[src/rtl/cfg_pkg.sv]
// -----------------------------------------------------------------------------
// cfg_pkg
// Shared constants, types and helpers for the configuration latch loader.
//   WORD_W    : width of one configuration word / latch data bus
//   NUM_WORDS : number of latch groups (width of the one-hot enable vector)
//   IDX_W     : word-index width, 2**IDX_W must be >= NUM_WORDS
// The CHECK state is only reachable when CONFIG_LOADER_CHECKSUM_EN is defined.
// -----------------------------------------------------------------------------
package cfg_pkg;

   localparam int WORD_W    = 32;
   localparam int NUM_WORDS = 30;
   localparam int IDX_W     = 5;

   // Index of the final latch group; the word counter stops here.
   localparam logic [IDX_W-1:0] LAST_IDX = IDX_W'(NUM_WORDS - 1);

   typedef logic [WORD_W-1:0] word_t;

   typedef enum logic [2:0] {
      IDLE      = 3'd0,
      WAIT_WORD = 3'd1,
      SETUP     = 3'd2,
      STROBE    = 3'd3,
      HOLD      = 3'd4,
      CHECK     = 3'd5,
      DONE      = 3'd6
   } state_t;

   // Running XOR checksum step: fold one accepted word into the accumulator.
   function automatic word_t csum_next(input word_t acc, input word_t w);
      return acc ^ w;
   endfunction

endpackage

[src/rtl/cfg_onehot_dec.sv]
// -----------------------------------------------------------------------------
// cfg_onehot_dec
// Registered index-to-one-hot decoder for the latch enables.
// Ports:
//   clk      : clock
//   reset_n  : asynchronous active-low reset, clears every enable at once
//   i_idx    : latch group index
//   i_strobe : request a strobe for i_idx on the next clock
//   o_en     : registered one-hot enable vector, all zeros when no strobe
// Indices at or above NUM never raise a bit, so o_en is at most one-hot.
// -----------------------------------------------------------------------------
module cfg_onehot_dec
   import cfg_pkg::*;
#(
   parameter int NUM = NUM_WORDS,
   parameter int IW  = IDX_W
) (
   input  logic           clk,
   input  logic           reset_n,
   input  logic [IW-1:0]  i_idx,
   input  logic           i_strobe,
   output logic [NUM-1:0] o_en
);

   logic [NUM-1:0] w_dec;
   logic [NUM-1:0] r_en;

   // Decode the index into a one-hot vector, gated by the strobe request.
   always_comb begin
      w_dec = {NUM{1'b0}};
      for (int i = 0; i < NUM; i++) begin
         if (i_strobe && (i_idx == IW'(i))) begin
            w_dec[i] = 1'b1;
         end else begin
            w_dec[i] = 1'b0;
         end
      end
   end

   // Enable register: the latch bank sees a glitch-free, flop-driven strobe.
   always_ff @(posedge clk or negedge reset_n) begin
      if (!reset_n) begin
         r_en <= {NUM{1'b0}};
      end else begin
         r_en <= w_dec;
      end
   end

   assign o_en = r_en;

endmodule

[src/rtl/config_loader.sv]
// -----------------------------------------------------------------------------
// config_loader
// Write-side controller for the configuration latch bank. Accepts 32-bit words
// over a valid/ready handshake and writes each one to its latch group with a
// SETUP / STROBE / HOLD sequence so data is stable around a single-cycle
// enable pulse.
// Ports:
//   clk, reset_n    : clock, asynchronous active-low reset
//   io_start        : one-cycle pulse starting a load sequence (ignored while busy)
//   io_word_valid   : word available on io_word_data
//   io_word_data    : configuration word
//   io_word_ready   : loader accepts a word this cycle
//   io_d_out        : latch data bus, holds the last accepted word
//   io_configs_en   : one-hot latch enables
//   io_busy         : sequence in progress
//   io_done         : sequence complete, held until the next accepted io_start
//   io_cfg_err      : checksum mismatch (only with CONFIG_LOADER_CHECKSUM_EN)
// Optional feature macro: CONFIG_LOADER_CHECKSUM_EN adds a CHECK state that
// accepts one extra word and compares it with the XOR of all loaded words.
// -----------------------------------------------------------------------------
module config_loader
   import cfg_pkg::*;
(
   input  logic                 clk,
   input  logic                 reset_n,
   input  logic                 io_start,
   input  logic                 io_word_valid,
   input  logic [WORD_W-1:0]    io_word_data,
   output logic                 io_word_ready,
   output logic [WORD_W-1:0]    io_d_out,
   output logic [NUM_WORDS-1:0] io_configs_en,
   output logic                 io_busy,
`ifdef CONFIG_LOADER_CHECKSUM_EN
   output logic                 io_cfg_err,
`endif
   output logic                 io_done
);

   state_t           r_state;
   logic [IDX_W-1:0] r_idx;
   logic             r_ready;
   word_t            r_d_out;
   logic             r_busy;
   logic             r_done;
`ifdef CONFIG_LOADER_CHECKSUM_EN
   word_t            r_csum;
   logic             r_err;
`endif

   logic             w_accept;
   logic             w_strobe;

   // r_ready is only ever high in WAIT_WORD (and CHECK), so this is the handshake.
   assign w_accept = io_word_valid && r_ready;

   // Request the strobe while in SETUP so the registered enable lines up with STROBE.
   assign w_strobe = (r_state == SETUP);

   cfg_onehot_dec #(
      .NUM (NUM_WORDS),
      .IW  (IDX_W)
   ) u_dec (
      .clk      (clk),
      .reset_n  (reset_n),
      .i_idx    (r_idx),
      .i_strobe (w_strobe),
      .o_en     (io_configs_en)
   );

   // Load sequencer: state, word index and all registered handshake/status outputs.
   always_ff @(posedge clk or negedge reset_n) begin
      if (!reset_n) begin
         r_state <= IDLE;
         r_idx   <= {IDX_W{1'b0}};
         r_ready <= 1'b0;
         r_d_out <= {WORD_W{1'b0}};
         r_busy  <= 1'b0;
         r_done  <= 1'b0;
`ifdef CONFIG_LOADER_CHECKSUM_EN
         r_csum  <= {WORD_W{1'b0}};
         r_err   <= 1'b0;
`endif
      end else begin
         case (r_state)
            IDLE: begin
               // A word presented together with io_start is not taken: ready is still low.
               if (io_start) begin
                  r_state <= WAIT_WORD;
                  r_idx   <= {IDX_W{1'b0}};
                  r_ready <= 1'b1;
                  r_busy  <= 1'b1;
                  r_done  <= 1'b0;
`ifdef CONFIG_LOADER_CHECKSUM_EN
                  r_csum  <= {WORD_W{1'b0}};
                  r_err   <= 1'b0;
`endif
               end else begin
                  r_state <= IDLE;
               end
            end
            WAIT_WORD: begin
               if (w_accept) begin
                  r_d_out <= io_word_data;
                  r_ready <= 1'b0;
                  r_state <= SETUP;
`ifdef CONFIG_LOADER_CHECKSUM_EN
                  r_csum  <= csum_next(r_csum, io_word_data);
`endif
               end else begin
                  r_state <= WAIT_WORD;
               end
            end
            SETUP: begin
               r_state <= STROBE;
            end
            STROBE: begin
               r_state <= HOLD;
            end
            HOLD: begin
               if (r_idx == LAST_IDX) begin
`ifdef CONFIG_LOADER_CHECKSUM_EN
                  r_state <= CHECK;
                  r_ready <= 1'b1;
`else
                  r_state <= DONE;
                  r_busy  <= 1'b0;
                  r_done  <= 1'b1;
`endif
               end else begin
                  r_idx   <= r_idx + {{(IDX_W-1){1'b0}}, 1'b1};
                  r_ready <= 1'b1;
                  r_state <= WAIT_WORD;
               end
            end
`ifdef CONFIG_LOADER_CHECKSUM_EN
            CHECK: begin
               // The checksum word is compared only; it never reaches the latch bus.
               if (w_accept) begin
                  r_ready <= 1'b0;
                  r_err   <= (r_csum != io_word_data);
                  r_state <= DONE;
                  r_busy  <= 1'b0;
                  r_done  <= 1'b1;
               end else begin
                  r_state <= CHECK;
               end
            end
`endif
            DONE: begin
               r_state <= IDLE;
            end
            default: begin
               // Unreachable encodings recover to an idle, non-busy state.
               r_state <= IDLE;
               r_ready <= 1'b0;
               r_busy  <= 1'b0;
            end
         endcase
      end
   end

   assign io_word_ready = r_ready;
   assign io_d_out      = r_d_out;
   assign io_busy       = r_busy;
   assign io_done       = r_done;
`ifdef CONFIG_LOADER_CHECKSUM_EN
   assign io_cfg_err    = r_err;
`endif

endmodule
[config.mk]
export PLATFORM = sky130hd
export DESIGN_NAME = config_loader
export DESIGN_NICKNAME = d
export VERILOG_FILES = /design/src/rtl/cfg_pkg.sv /design/src/rtl/cfg_onehot_dec.sv /design/src/rtl/config_loader.sv
export SDC_FILE = /design/constraint.sdc
export NUM_CORES = 1
export LEC_CHECK = 0
export BUFFER_PORTS_ARGS = -buffer_cell sky130_fd_sc_hd__buf_2
export CAP_MARGIN = 15
export CORE_MARGIN = 3
export CORE_UTILIZATION = 40
export DETAILED_ROUTE_END_ITERATION = 6
export MAX_ROUTING_LAYER = met4
export PLACE_DENSITY = 0.66
export SLEW_MARGIN = 20
export SYNTH_ARGS = -nofsm -noshare
export SYNTH_HDL_FRONTEND = slang
export SYNTH_SLANG_ARGS = --single-unit
export TNS_END_PERCENT = 10
[constraint.sdc]
create_clock -name clk -period 3.8 [get_ports clk]
set_input_delay 0.19 -clock clk [delete_from_list [all_inputs] [get_ports clk]]
set_output_delay 0.19 -clock clk [all_outputs]
set_load 0.01 [all_outputs]
# == Word-level counts from Yosys, hierarchy flattened ==
# Cells that the tools add are included.
# word_totals
reg_bits,73
in_bits,36
word_cells,135
out_inout_bits,65
# classes
reduce_logical,41
bitwise,2
mux,46
add_sub_neg,1
n_eq_ne,38
# ops
cell,n
"5-bit == test, second input constant",14
"5-bit by 4-bit == test with 1-bit output, second input constant",8
1-bit two-way mux,37
1-bit logical AND,31
"5-bit by 3-bit == test with 1-bit output, second input constant",4
3-bit one-hot mux with 5 select lines,1
"5-bit by 2-bit == test with 1-bit output, second input constant",2
5-bit two-way mux,2
5-bit one-hot mux with 2 select lines,1
3-bit AND reduction,3
"2-bit inequality test, second input constant",4
"3-bit by 2-bit == test with 1-bit output, second input constant",2
"3-bit == test, second input constant",2
"5-bit by 1-bit adder with 5-bit output, second input constant",1
"5-bit by 1-bit == test with 1-bit output, second input constant",1
5-bit zero test,1
1-bit one-hot mux with 4 select lines,1
4-bit AND reduction,1
4-bit OR reduction,1
"3-bit by 1-bit == test with 1-bit output, second input constant",1
3-bit zero test,1
3-bit two-way mux,1
1-bit one-hot mux with 3 select lines,1
3-bit OR reduction,1
5 further kinds,6

# == Longest topological paths before layout ==
# depth
ltp_word,4
mapped_depth,5
mapped_depth_nobuf,5

# == Modules after synthesis ==
# From an unflattened synthesis, not the netlist that was laid out.
# hier_totals
hier_cells,215
hier_area_um2,2832.7
# by_module_without_submodules
module,area_each_um2,instances,cells_per_inst
config_loader,1825.5,1,137
cfg_onehot_dec,1007.2,1,78

# == Worst setup path after synthesis ==
# Ideal clock, no wire load.
# synth_path
path_type,flip-flop to flip-flop
startpoint,reg r_idx[1]
endpoint,reg r_idx[2]
path_slack_ns,2.422
path_buffers,0
t_arrival_ns,1.278
synth_period_minus_slack_ns,1.378
t_required_ns,3.701
path_stages_with_launch,6
setup_ns,0.099
path_cell_list,dfrtp_1 -> inv_1 -> ha_1 -> nand4_1 -> and3_1 -> a311oi_1
# synth_between
elab_chain_len,3
# synth_lines
element,line_no,text
start: declaration,config_loader.sv:40,logic [IDX_W-1:0] r_idx;
start signal: assignment,config_loader.sv:74,r_idx <= {IDX_W{1'b0}};
start signal: assignment,config_loader.sv:89,r_idx <= {IDX_W{1'b0}};
start signal: assignment,config_loader.sv:130,"r_idx <= r_idx + {{(IDX_W-1){1'b0}}, 1'b1};"
5-bit by 1-bit adder with 5-bit output / 5-bit == test (equally long branches),"config_loader.sv:130, config_loader.sv:120",
5-bit two-way mux / 2-bit inequality test (equally long branches),n/a,
5-bit one-hot mux with 2 select lines / 3-bit AND reduction (equally long branches),n/a,
# Several ways; a longest one is shown, not always the timed one. The select of a mux whose other input is x is not followed.
# A chain may end at the register's enable or synchronous reset.

# == Final worst setup path ==
# layout_path
startpoint,reg r_state[2]
endpoint,"reg r_d_out[15], in the netlist io_d_out[15]"
# layout_between
elab_chain_len,2
# layout_lines
element,line_no,text
start: declaration,config_loader.sv:39,state_t r_state;
start signal: assignment,config_loader.sv:73,r_state <= IDLE;
start signal: assignment,config_loader.sv:88,r_state <= WAIT_WORD;
start signal: assignment,config_loader.sv:98,r_state <= IDLE;
3-bit by 1-bit == test with 1-bit output,config_loader.sv:84,case (r_state)
2-bit AND reduction (no source line),n/a,
end signal: assignment,config_loader.sv:76,r_d_out <= {WORD_W{1'b0}};
end signal: assignment,config_loader.sv:103,r_d_out <= io_word_data;
end: declaration,config_loader.sv:42,word_t r_d_out;
# Every way passes these cells.

==> flow_summary.yaml <==
outcome:
  failed_checks: "negative hold slack"
  status: "finished, violations left"
timing:
  tns_ns: 0
  fmax_mhz: 478
  post-route-period-util: 0.551
  setup_violations: 0
  drv_slew: 0
  tightestPinTransition_ns: 0.872
  finalCriticalPeriod_ns: 2.09
  max-slew-margin-rel: 0.419
  skew_ns: 0.0124
  hold_viol: 69
  worst_slack_ns: 1.71
  rsz0062_at_grt: "no"
  whs_ns: -0.0418
yosys:
  synth_largest_area_cell: "dfrtp_1"
  async_reset_ff_frac: 1.00
  ys_types: 36
  synth_flop_cell: "dfrtp_1"
  synth_edf_count: 0
  syn_inst: 218
  ys_warn_count: 0
  ys_seq_area_frac: 0.617
  synth_area_um2: 2960
  synthTopCellsByArea: "dfrtp_1 62%, mux2_4 15%, nor2_1 4.3%"
  synth_fp_nets: 259
  postSynthAreaPerCell_um2: 13.6
  ys_ff_latch: 73
  netlist.area_leader.share: 0.617
place:
  dpl_cell_area_um2: 3500
  io_buffers: 100
  gp_congestion: 0.813
  dpl.cell_count: 401
  dp_hpwl_um: 4220
  dpl_worst_slack_ns: 1.73
layout:
  diodes: 0
  final_core_util: 0.534
  drive_gt1_frac: 0.483
  nets: 357
  fin_area_um2: 3730
  multi_input_area_um2: 1040
  ff_latch_area_um2: 1830
  area_growth_pct: 25.9
  final_cell_mix: "99 x buf_2, 73 x dfrtp_1, 34 x nor2_1, 30 x mux2_4, 10 x clkbuf_8"
  final_common_cell: "buf_2"
  fillCellCount: 617
  final_cells: 417
drt:
  postRouteAntennaNets: 0
  num_vias: 1940
  wl_um: 6020
  route.detailed.drc: 0
  drt-pass1-iter-count: 4
  vias_per_cell: 4.65
  drt_iter0_drc: 90
  avgRoutedWirePerCell_um: 14.4
cts:
  cts_root_buffer: "clkbuf_8"
  cts_tree: "done"
  cts_buffers: 9
  cts_buffer_depth: 2
  ctsHoldBuffers: 0
  htree_levels: 3
  clk_latency_ns: 0.35
  cts_setup_buffers: 0
  ctsResizeCount: 0
  path_clk_slew_ns: 0.08
  cts_sinks: 73
critical_path:
  start_kind: "flip-flop"
  worstPathMaxFanout: 32
  arrival_ns: 2.31
  critPathSlowestCell: "dfrtp_1"
  path_delay_family: "simple AND/OR/NAND/NOR gates"
  cp_cell_sequence: "nor2b_2, nand3_4, mux2_4"
  end_kind: "flip-flop"
  slowest_delay_ns: 0.61
  crit_buf_inv: 0
  critPathKind: "reg -> reg"
  cp.required_ns: 4.02
pwr:
  p_leak_nw: 1.97
  peakVddDrop_mv: 0.269
  powerDensity_nw_per_um2: 727
  power_mw: 2.71
die:
  core_area_um2: 6980
  rows: 30
  die_area_um2: 8480
  start_util: 0.424
  die_x_um: 92.1
  die_h_um: 92.1
  io_pins: 101
global_route:
  grt_max_degree: 74
  overflow: 0
  antenna_found_initial: 0
  grt_util_all_layers: 0.148
  grt_pass1_wl_um: 9580
  grt_pass1_vias: 1887
job:
  maxCapViolCount: 0
worst_hold_path:
  hold_path.class: "in -> async"
-- final timing paths --
path	startpoint	to	slack, ns	depth (start not counted)
worst max-delay path	r_state[2]$_DFF_PN0_	io_d_out[15]$_DFFE_PN0P_	1.71	3
min in group clk	io_word_data[11]	io_d_out[11]$_DFFE_PN0P_	0.07	2
worst min-delay path	reset_n	io_done$_DFFE_PN0P_	-0.04	1
max in group asynchronous	reset_n	io_d_out[14]$_DFFE_PN0P_	3.27	1
worst max register to register	r_state[2]$_DFF_PN0_	io_d_out[15]$_DFFE_PN0P_	1.71	3
worst min register to register	io_d_out[31]$_DFFE_PN0P_	io_d_out[31]$_DFFE_PN0P_	0.50	1
-- layer usage --
metal | wire, um | GRT usage | up-vias
li1 | - | - | 942
met1 | 2680 | 0.193 | 916
met2 | 2890 | 0.223 | 68
met3 | 326 | 0.0353 | 14
met4 | 123 | 0.0644 | 0
met5 | 0 | - | -
-- registers in the layout, indices dropped and copies added, names as in the netlist --
| register | cells |
|---|---|
| io_d_out | 32 |
| u_dec.o_en | 30 |
| r_idx | 5 |
| r_state | 3 |
| io_busy | 1 |
| io_done | 1 |
| io_word_ready | 1 |
-- Yosys cell counts, types with 3 or more instances --
cell type	n
nor2_1	34
and3_1	3
a21oi_1	8
mux2_4	30
nand2_1	6
inv_1	3
ha_1	5
dfrtp_1	73
buf_2	6
nand4_1	3
o21ai_0	5
buf_6	3
nand3_1	6
clkbuf_1	3
-- report_power, final --
part           total (mW)  switching, mW  internal, mW
clock               0.678          0.289         0.390
sequential           1.15          0.163         0.987
combinational       0.884          0.382         0.501
total                2.71          0.834          1.88
-- cell type report --
type | instances | area share
sequential | 73 | 0.490
multi-input combinational | 129 | 0.279
timing repair buffer | 100 | 0.135
clock buffer | 10 | 0.0369
tap | 96 | 0.0322
clock inverter | 6 | 0.0241
inverter | 3 | 0.00302
-- kinds of logic (layout without fill, tap and decap cells) --
group / Yosys count / in the layout / synth area share
flip-flops: 73 / 73 / 0.617
multiplexers: 32 / 32 / 0.160
AND/OR/NAND/NOR: 69 / 69 / 0.122
AO/OA/AOI/OAI: 23 / 23 / 0.0494
buffers and inverters: 16 / 119 / 0.0317
adder cells (fa/ha/maj): 5 / 5 / 0.0211
Note: power is estimated with default switching activity, not from simulation.
